### config.mk
export PLATFORM = sky130hd
export DESIGN_NAME = exe_stage_flat
export DESIGN_NICKNAME = d
export VERILOG_FILES = /design/src/rtl/exe_stage_pkg.sv /design/src/rtl/exe_stage_if.sv /design/src/rtl/exe_stage_alu.sv /design/src/rtl/exe_stage.sv /design/src/flat_wrapper.sv
export SDC_FILE = /design/constraint.sdc
export NUM_CORES = 1
export LEC_CHECK = 0
export BUFFER_PORTS_ARGS = -buffer_cell sky130_fd_sc_hd__buf_2
export CAP_MARGIN = 0
export CORE_MARGIN = 4
export CORE_UTILIZATION = 51
export DETAILED_ROUTE_END_ITERATION = 6
export PLACE_DENSITY = 0.8
export SETUP_SLACK_MARGIN = 0.3
export SLEW_MARGIN = 10
export SYNTH_ARGS = -nofsm -noshare
export SYNTH_HDL_FRONTEND = slang
export SYNTH_HIERARCHICAL = 1
export SYNTH_SLANG_ARGS = --single-unit
### constraint.sdc
create_clock -name clk -period 3.8 [get_ports clk]
set_input_delay 0.38 -clock clk [delete_from_list [all_inputs] [get_ports clk]]
set_output_delay 0.38 -clock clk [all_outputs]
set_load 0.03 [all_outputs]
### src/rtl/exe_stage_pkg.sv
// Shared ARM definitions: ALU command encodings and NZCV bit positions.
package exe_stage_pkg;

    localparam int EXE_CMD_W_DEF = 4;

    localparam logic [3:0] CMD_MOV = 4'b0001;
    localparam logic [3:0] CMD_MVN = 4'b1001;
    localparam logic [3:0] CMD_ADD = 4'b0010;
    localparam logic [3:0] CMD_ADC = 4'b0011;
    localparam logic [3:0] CMD_SUB = 4'b0100;
    localparam logic [3:0] CMD_SBC = 4'b0101;
    localparam logic [3:0] CMD_AND = 4'b0110;
    localparam logic [3:0] CMD_ORR = 4'b0111;
    localparam logic [3:0] CMD_EOR = 4'b1000;

    localparam int FLAG_N = 3;
    localparam int FLAG_Z = 2;
    localparam int FLAG_C = 1;
    localparam int FLAG_V = 0;

endpackage

### src/rtl/exe_stage_if.sv
// Decode-to-execute bus: instruction, operands, controls and EXE/MEM results.
interface exe_stage_if #(parameter int EXE_CMD_W = 4);
    logic                 valid_in;
    logic [EXE_CMD_W-1:0] exe_cmd;
    logic                 s_bit;
    logic [31:0]          val_rn;
    logic [31:0]          val2;
    logic [31:0]          val_rm_in;
    logic                 wb_en_in;
    logic                 mem_r_en_in;
    logic                 mem_w_en_in;
    logic [3:0]           dest_in;
    logic                 b_in;
    logic [31:0]          pc_in;
    logic [23:0]          signed_imm_24;

    logic [3:0]           status;
    logic                 branch_taken;
    logic [31:0]          branch_address;
    logic [31:0]          alu_result_out;
    logic [31:0]          val_rm_out;
    logic [3:0]           dest_out;
    logic                 wb_en_out;
    logic                 mem_r_en_out;
    logic                 mem_w_en_out;

    modport master (
        output valid_in, exe_cmd, s_bit, val_rn, val2, val_rm_in,
               wb_en_in, mem_r_en_in, mem_w_en_in, dest_in,
               b_in, pc_in, signed_imm_24,
        input  status, branch_taken, branch_address, alu_result_out,
               val_rm_out, dest_out, wb_en_out, mem_r_en_out, mem_w_en_out
    );

    modport slave (
        input  valid_in, exe_cmd, s_bit, val_rn, val2, val_rm_in,
               wb_en_in, mem_r_en_in, mem_w_en_in, dest_in,
               b_in, pc_in, signed_imm_24,
        output status, branch_taken, branch_address, alu_result_out,
               val_rm_out, dest_out, wb_en_out, mem_r_en_out, mem_w_en_out
    );
endinterface

### src/rtl/exe_stage_alu.sv
// Combinational ALU: result and next NZCV from operands, command and current flags.
module alu
    import exe_stage_pkg::*;
#(
    parameter int EXE_CMD_W = EXE_CMD_W_DEF
) (
    input  logic [31:0]          rn,
    input  logic [31:0]          val2,
    input  logic [EXE_CMD_W-1:0] cmd,
    input  logic [3:0]           flags_in,
    output logic [31:0]          result,
    output logic [3:0]           flags
);

    logic [32:0] sum;
    logic        cin;
    logic        defined;

    assign cin = flags_in[FLAG_C];

    // Operation decode; undefined codes give 0 and leave every flag alone.
    always_comb begin
        sum     = '0;
        result  = '0;
        defined = 1'b1;
        flags   = flags_in;
        case (cmd)
            CMD_MOV: result = val2;
            CMD_MVN: result = ~val2;
            CMD_ADD, CMD_ADC: begin
                sum    = {1'b0, rn} + {1'b0, val2} + {32'b0, (cmd == CMD_ADC) & cin};
                result = sum[31:0];
                flags[FLAG_C] = sum[32];
                flags[FLAG_V] = (rn[31] == val2[31]) && (result[31] != rn[31]);
            end
            CMD_SUB, CMD_SBC: begin
                sum    = {1'b0, rn} - {1'b0, val2} - {32'b0, (cmd == CMD_SBC) & ~cin};
                result = sum[31:0];
                flags[FLAG_C] = ~sum[32];
                flags[FLAG_V] = (rn[31] != val2[31]) && (result[31] != rn[31]);
            end
            CMD_AND: result = rn & val2;
            CMD_ORR: result = rn | val2;
            CMD_EOR: result = rn ^ val2;
            default: defined = 1'b0;
        endcase
        if (defined) begin
            flags[FLAG_N] = result[31];
            flags[FLAG_Z] = (result == 32'd0);
        end
    end

endmodule

### src/rtl/exe_stage.sv
// Execute stage: ALU, NZCV status register, branch target and EXE/MEM register.
module exe_stage
    import exe_stage_pkg::*;
#(
    parameter int EXE_CMD_W = EXE_CMD_W_DEF
) (
    input  logic       clk,
    input  logic       rst,
    input  logic       freeze,
    exe_stage_if.slave bus
);

    logic [31:0] alu_result;
    logic [3:0]  alu_flags;
    logic [3:0]  status_q;
    logic [31:0] result_q;
    logic [31:0] val_rm_q;
    logic [3:0]  dest_q;
    logic        wb_en_q;
    logic        mem_r_en_q;
    logic        mem_w_en_q;

    alu #(.EXE_CMD_W(EXE_CMD_W)) u_alu (
        .rn       (bus.val_rn),
        .val2     (bus.val2),
        .cmd      (bus.exe_cmd),
        .flags_in (status_q),
        .result   (alu_result),
        .flags    (alu_flags)
    );

    // Status and EXE/MEM registers; freeze holds everything, invalid slots become bubbles.
    always_ff @(posedge clk or posedge rst) begin
        if (rst) begin
            status_q   <= '0;
            result_q   <= '0;
            val_rm_q   <= '0;
            dest_q     <= '0;
            wb_en_q    <= 1'b0;
            mem_r_en_q <= 1'b0;
            mem_w_en_q <= 1'b0;
        end else if (!freeze) begin
            if (bus.s_bit && bus.valid_in) begin
                status_q <= alu_flags;
            end
            result_q   <= alu_result;
            val_rm_q   <= bus.val_rm_in;
            dest_q     <= bus.dest_in;
            wb_en_q    <= bus.wb_en_in & bus.valid_in;
            mem_r_en_q <= bus.mem_r_en_in & bus.valid_in;
            mem_w_en_q <= bus.mem_w_en_in & bus.valid_in;
        end
    end

    // Branch target is word-offset relative to PC+4 and simply wraps modulo 2^32.
    assign bus.branch_address = bus.pc_in + {{6{bus.signed_imm_24[23]}}, bus.signed_imm_24, 2'b00};
    assign bus.branch_taken   = bus.b_in & bus.valid_in;

    assign bus.status         = status_q;
    assign bus.alu_result_out = result_q;
    assign bus.val_rm_out     = val_rm_q;
    assign bus.dest_out       = dest_q;
    assign bus.wb_en_out      = wb_en_q;
    assign bus.mem_r_en_out   = mem_r_en_q;
    assign bus.mem_w_en_out   = mem_w_en_q;

endmodule
### src/flat_wrapper.sv
// flat-port wrapper written by rule: the top's interface ports become plain ports
module exe_stage_flat import exe_stage_pkg::*;
#(
    parameter int EXE_CMD_W = EXE_CMD_W_DEF
)
  (clk, rst, freeze, bus_valid_in, bus_exe_cmd, bus_s_bit, bus_val_rn, bus_val2, bus_val_rm_in, bus_wb_en_in, bus_mem_r_en_in, bus_mem_w_en_in, bus_dest_in, bus_b_in, bus_pc_in, bus_signed_imm_24, bus_status, bus_branch_taken, bus_branch_address, bus_alu_result_out, bus_val_rm_out, bus_dest_out, bus_wb_en_out, bus_mem_r_en_out, bus_mem_w_en_out);
  exe_stage_if #(.EXE_CMD_W(EXE_CMD_W)) bus_i ();
  input  logic clk;
  input  logic rst;
  input  logic freeze;
  input wire logic [$bits(bus_i.valid_in)-1:0] bus_valid_in;
  input wire logic [$bits(bus_i.exe_cmd)-1:0] bus_exe_cmd;
  input wire logic [$bits(bus_i.s_bit)-1:0] bus_s_bit;
  input wire logic [$bits(bus_i.val_rn)-1:0] bus_val_rn;
  input wire logic [$bits(bus_i.val2)-1:0] bus_val2;
  input wire logic [$bits(bus_i.val_rm_in)-1:0] bus_val_rm_in;
  input wire logic [$bits(bus_i.wb_en_in)-1:0] bus_wb_en_in;
  input wire logic [$bits(bus_i.mem_r_en_in)-1:0] bus_mem_r_en_in;
  input wire logic [$bits(bus_i.mem_w_en_in)-1:0] bus_mem_w_en_in;
  input wire logic [$bits(bus_i.dest_in)-1:0] bus_dest_in;
  input wire logic [$bits(bus_i.b_in)-1:0] bus_b_in;
  input wire logic [$bits(bus_i.pc_in)-1:0] bus_pc_in;
  input wire logic [$bits(bus_i.signed_imm_24)-1:0] bus_signed_imm_24;
  output wire logic [$bits(bus_i.status)-1:0] bus_status;
  output wire logic [$bits(bus_i.branch_taken)-1:0] bus_branch_taken;
  output wire logic [$bits(bus_i.branch_address)-1:0] bus_branch_address;
  output wire logic [$bits(bus_i.alu_result_out)-1:0] bus_alu_result_out;
  output wire logic [$bits(bus_i.val_rm_out)-1:0] bus_val_rm_out;
  output wire logic [$bits(bus_i.dest_out)-1:0] bus_dest_out;
  output wire logic [$bits(bus_i.wb_en_out)-1:0] bus_wb_en_out;
  output wire logic [$bits(bus_i.mem_r_en_out)-1:0] bus_mem_r_en_out;
  output wire logic [$bits(bus_i.mem_w_en_out)-1:0] bus_mem_w_en_out;
  assign bus_i.valid_in = bus_valid_in;
  assign bus_i.exe_cmd = bus_exe_cmd;
  assign bus_i.s_bit = bus_s_bit;
  assign bus_i.val_rn = bus_val_rn;
  assign bus_i.val2 = bus_val2;
  assign bus_i.val_rm_in = bus_val_rm_in;
  assign bus_i.wb_en_in = bus_wb_en_in;
  assign bus_i.mem_r_en_in = bus_mem_r_en_in;
  assign bus_i.mem_w_en_in = bus_mem_w_en_in;
  assign bus_i.dest_in = bus_dest_in;
  assign bus_i.b_in = bus_b_in;
  assign bus_i.pc_in = bus_pc_in;
  assign bus_i.signed_imm_24 = bus_signed_imm_24;
  assign bus_status = bus_i.status;
  assign bus_branch_taken = bus_i.branch_taken;
  assign bus_branch_address = bus_i.branch_address;
  assign bus_alu_result_out = bus_i.alu_result_out;
  assign bus_val_rm_out = bus_i.val_rm_out;
  assign bus_dest_out = bus_i.dest_out;
  assign bus_wb_en_out = bus_i.wb_en_out;
  assign bus_mem_r_en_out = bus_i.mem_r_en_out;
  assign bus_mem_w_en_out = bus_i.mem_w_en_out;
  exe_stage #(.EXE_CMD_W(EXE_CMD_W)) u_core (.clk(clk), .rst(rst), .freeze(freeze), .bus(bus_i));
endmodule
==> flow_summary.toml <==
[run_status]
outcome = "finished with violations"
violations = "setup timing"

[grt]
grt_pass1_wl_um = 63200
antenna_found_initial = 2
grt_use_total_pct = 31.6
grt_max_degree = 62
overflow = 0
grt_pass1_vias = 12561

[detailed_routing]
first_pass_iters = 7
drc = 0
ant_nets = 0
viasPerCell = 6.09
routedWlPerCell_um = 19.6
via_count = 12621
drt_wl_total_um = 40600
drtIter0Drc = 1244

[sta]
setup_viol = 16
skew_ns = 0.00648
period_needed_ns = 4.70
layout_setup_ws_ns = -0.901
holdWs_ns = 0.195
finalHoldViolCount = 0
tightest_slew_ns = 0.869
fmaxAchievable_mhz = 213
slew_viol_final = 0
rsz0062_at_grt = "yes"
max_slew_margin_pct = 42.0
finalCritPeriodShare_pct = 124

[clock_network]
ctsHoldBuffers = 0
cts_sinks = 75
path_clk_slew_ns = 0.06
cts_made_buffers = 9
h-tree-depth = 3
cts_tree = "done"
cts_max_path_buffers = 2
clkLatencyLatePin_ns = 0.33
root_buffer = "clkbuf_16"

[setup_path]
cp_data_arrival_time_ns = 4.98
worstPathMaxFanout = 3
rrSetupSlack_ns = -0.84
cp-start-kind = "input port"
worstSetupPathType = "in -> reg"
reg2reg_depth = 17
crit_path_end_kind = "register"
worstPathRequired_ns = 4.08
r2r-start = "u_core/bus.status[1]$_DFFE_PP0P_"
r2r_end = "u_core/bus.status[2]$_DFFE_PP0P_"

[job]
cap_violations = 0

[pwr]
power_density_nw_per_um2 = 333
p_leak_nw = 7.31
ir_drop_v = 0.000334
p_total_mw = 4.92

[floorplanning]
rows = 53
die_h_um = 156
initial_utilization_pct = 52.4
die_x_um = 156
pin_count = 277
die_area_um2 = 24300
fp.coreArea_um2 = 21300

[yosys]
synthTopCellsByCount = "ha_1, inv_1, a21oi_1"
synth.most_common_cell = "ha_1"
ys_ff_latch = 75
avgSynthCellArea_um2 = 8.09
yosysTopAreaCell = "ha_1"
synth.distinct_cells = 97
synth_edf_count = 0
synth_cells = 1379
synth_warnings = 6
ys.flop_type = "dfrtp_1"
netlist.area_leader.share_pct = 17.4
syn_area_um2 = 11200
ys_seq_area_share_pct = 16.8
async_reset_ff_share_pct = 100
synth.net_count = 1708
synth_area_leaders = "ha_1, dfrtp_1, mux2_2"

[final_layout]
areaGrowthSynthToFinish_pct = 32.4
stdcell_area_um2 = 14800
diodes = 0
drive_gt1_share_pct = 37.6
stdcell_count = 2072
final_nets = 2121

[place]
place_area_um2 = 13900
gp_congestion = 0.996
place.port_buffers = 272
dp_hpwl_um = 31500
dp_cells = 2034

[min_path]
hp-class = "in -> async"
==> power by group <==
part | switching [mW] | internal [mW]
logic | 1.73 | 1.26
clock network | 0.357 | 0.577
registers | 0.0758 | 0.916
total | 2.17 | 2.75
==> critical path: stages <==
cell and delay, ns:
buf_6 0.09, or3b_4 0.41, nor3b_4 0.20, fa_1 0.48, buf_4 0.17, ha_4 0.15
buf_4 0.13, o21ai_4 0.19, a21o_2 0.16, a21oi_1 0.07, or4_4 0.54, nand4b_1 0.23
or4_4 0.51, or4_4 0.42, nor4_2 0.12, nor4b_2 0.26, nand4b_1 0.12, o21ai_1 0.17
mux2_2 0.17
==> layer usage <==
layer	part of all wire, %	up-vias	global-route usage, %
met2	47	699	53.5
met5	0.052	-	0
met4	3.8	4	10.7
met1	40	5968	40.3
met3	9.5	129	6.13
li1	-	5821	-
==> worst max path at each step <==
stage                    from                                to  slack, ns
2_1_floorplan  bus_exe_cmd[0]  u_core/bus.status[2]$_DFFE_PP0P_      -1.20
3_3_place_gp   bus_exe_cmd[3]  u_core/bus.status[2]$_DFFE_PP0P_      -1.15
3_5_place_dp   bus_exe_cmd[3]  u_core/bus.status[2]$_DFFE_PP0P_      -1.23
4_1_cts        bus_exe_cmd[3]  u_core/bus.status[2]$_DFFE_PP0P_      -0.81
5_1_grt        bus_exe_cmd[3]  u_core/bus.status[2]$_DFFE_PP0P_      -1.01
6_report       bus_exe_cmd[3]  u_core/bus.status[2]$_DFFE_PP0P_      -0.90
==> per-stage QoR <==
stage / util [%] / worst slack (ns) / setup TNS [ns]
after floorplan: - / -1.20 / -6.78
after global placement: 65.5 / -1.15 / -8.83
after detailed placement: 65.5 / -1.23 / -9.74
after CTS: 68.5 / -0.814 / -3.78
after global routing: 69.3 / -1.01 / -8.20
final: 69.3 / -0.901 / -5.65
==> state kept, by name, summed over array words and instances, names as in the netlist <==
register,flops
u_core/bus.dest_out,4
u_core/bus.wb_en_out,1
u_core/bus.val_rm_out,32
u_core/bus.mem_w_en_out,1
u_core/bus.alu_result_out,32
u_core/bus.status,4
u_core/bus.mem_r_en_out,1
==> area by class of cell <==
cell class | count | area [um^2]
multi-input combinational | 1103 | 8750
fill | 1686 | 6530
timing repair buffer | 482 | 3020
sequential | 75 | 1880
inverter | 121 | 455
tap | 275 | 344
clock buffer | 10 | 229
clock inverter | 6 | 90.1
==> logic make-up (layout without fill, tap and decap cells) <==
| kind of cell | after synthesis | after routing | share of synthesized area [%] |
|---|---|---|---|
| AO/OA/AOI/OAI | 446 | 446 | 26.3 |
| multiplexers | 96 | 96 | 9.53 |
| buffers and inverters | 201 | 619 | 7.93 |
| XOR/XNOR | 74 | 74 | 5.81 |
| adder cells (fa/ha/maj) | 160 | 160 | 18.3 |
| flip-flops | 75 | 75 | 16.8 |
| AND/OR/NAND/NOR | 327 | 327 | 15.3 |
==> layout by cell type, fill, tap and decap left out, types with 22 or more instances in the layout <==
cell type and instances:
a21o_1 22, a21oi_1 105, a22oi_1 23, buf_2 270
buf_4 192, dfrtp_1 75, ha_1 153, inv_1 120
mux2_2 75, nand2_1 95, nand3_1 29, nor2_1 65
o21ai_0 80, o22ai_1 24, xnor2_1 46, xor2_1 24
==> repair_timing <==
item / 4_1_cts / 5_1_grt
buffers inserted: 16 / 6
resized for setup: 46 / 29
pin swaps: 22 / 25
endpoints found under the setup margin: 26 / 28
No activity file was read; power rests on OpenSTA's default activity.
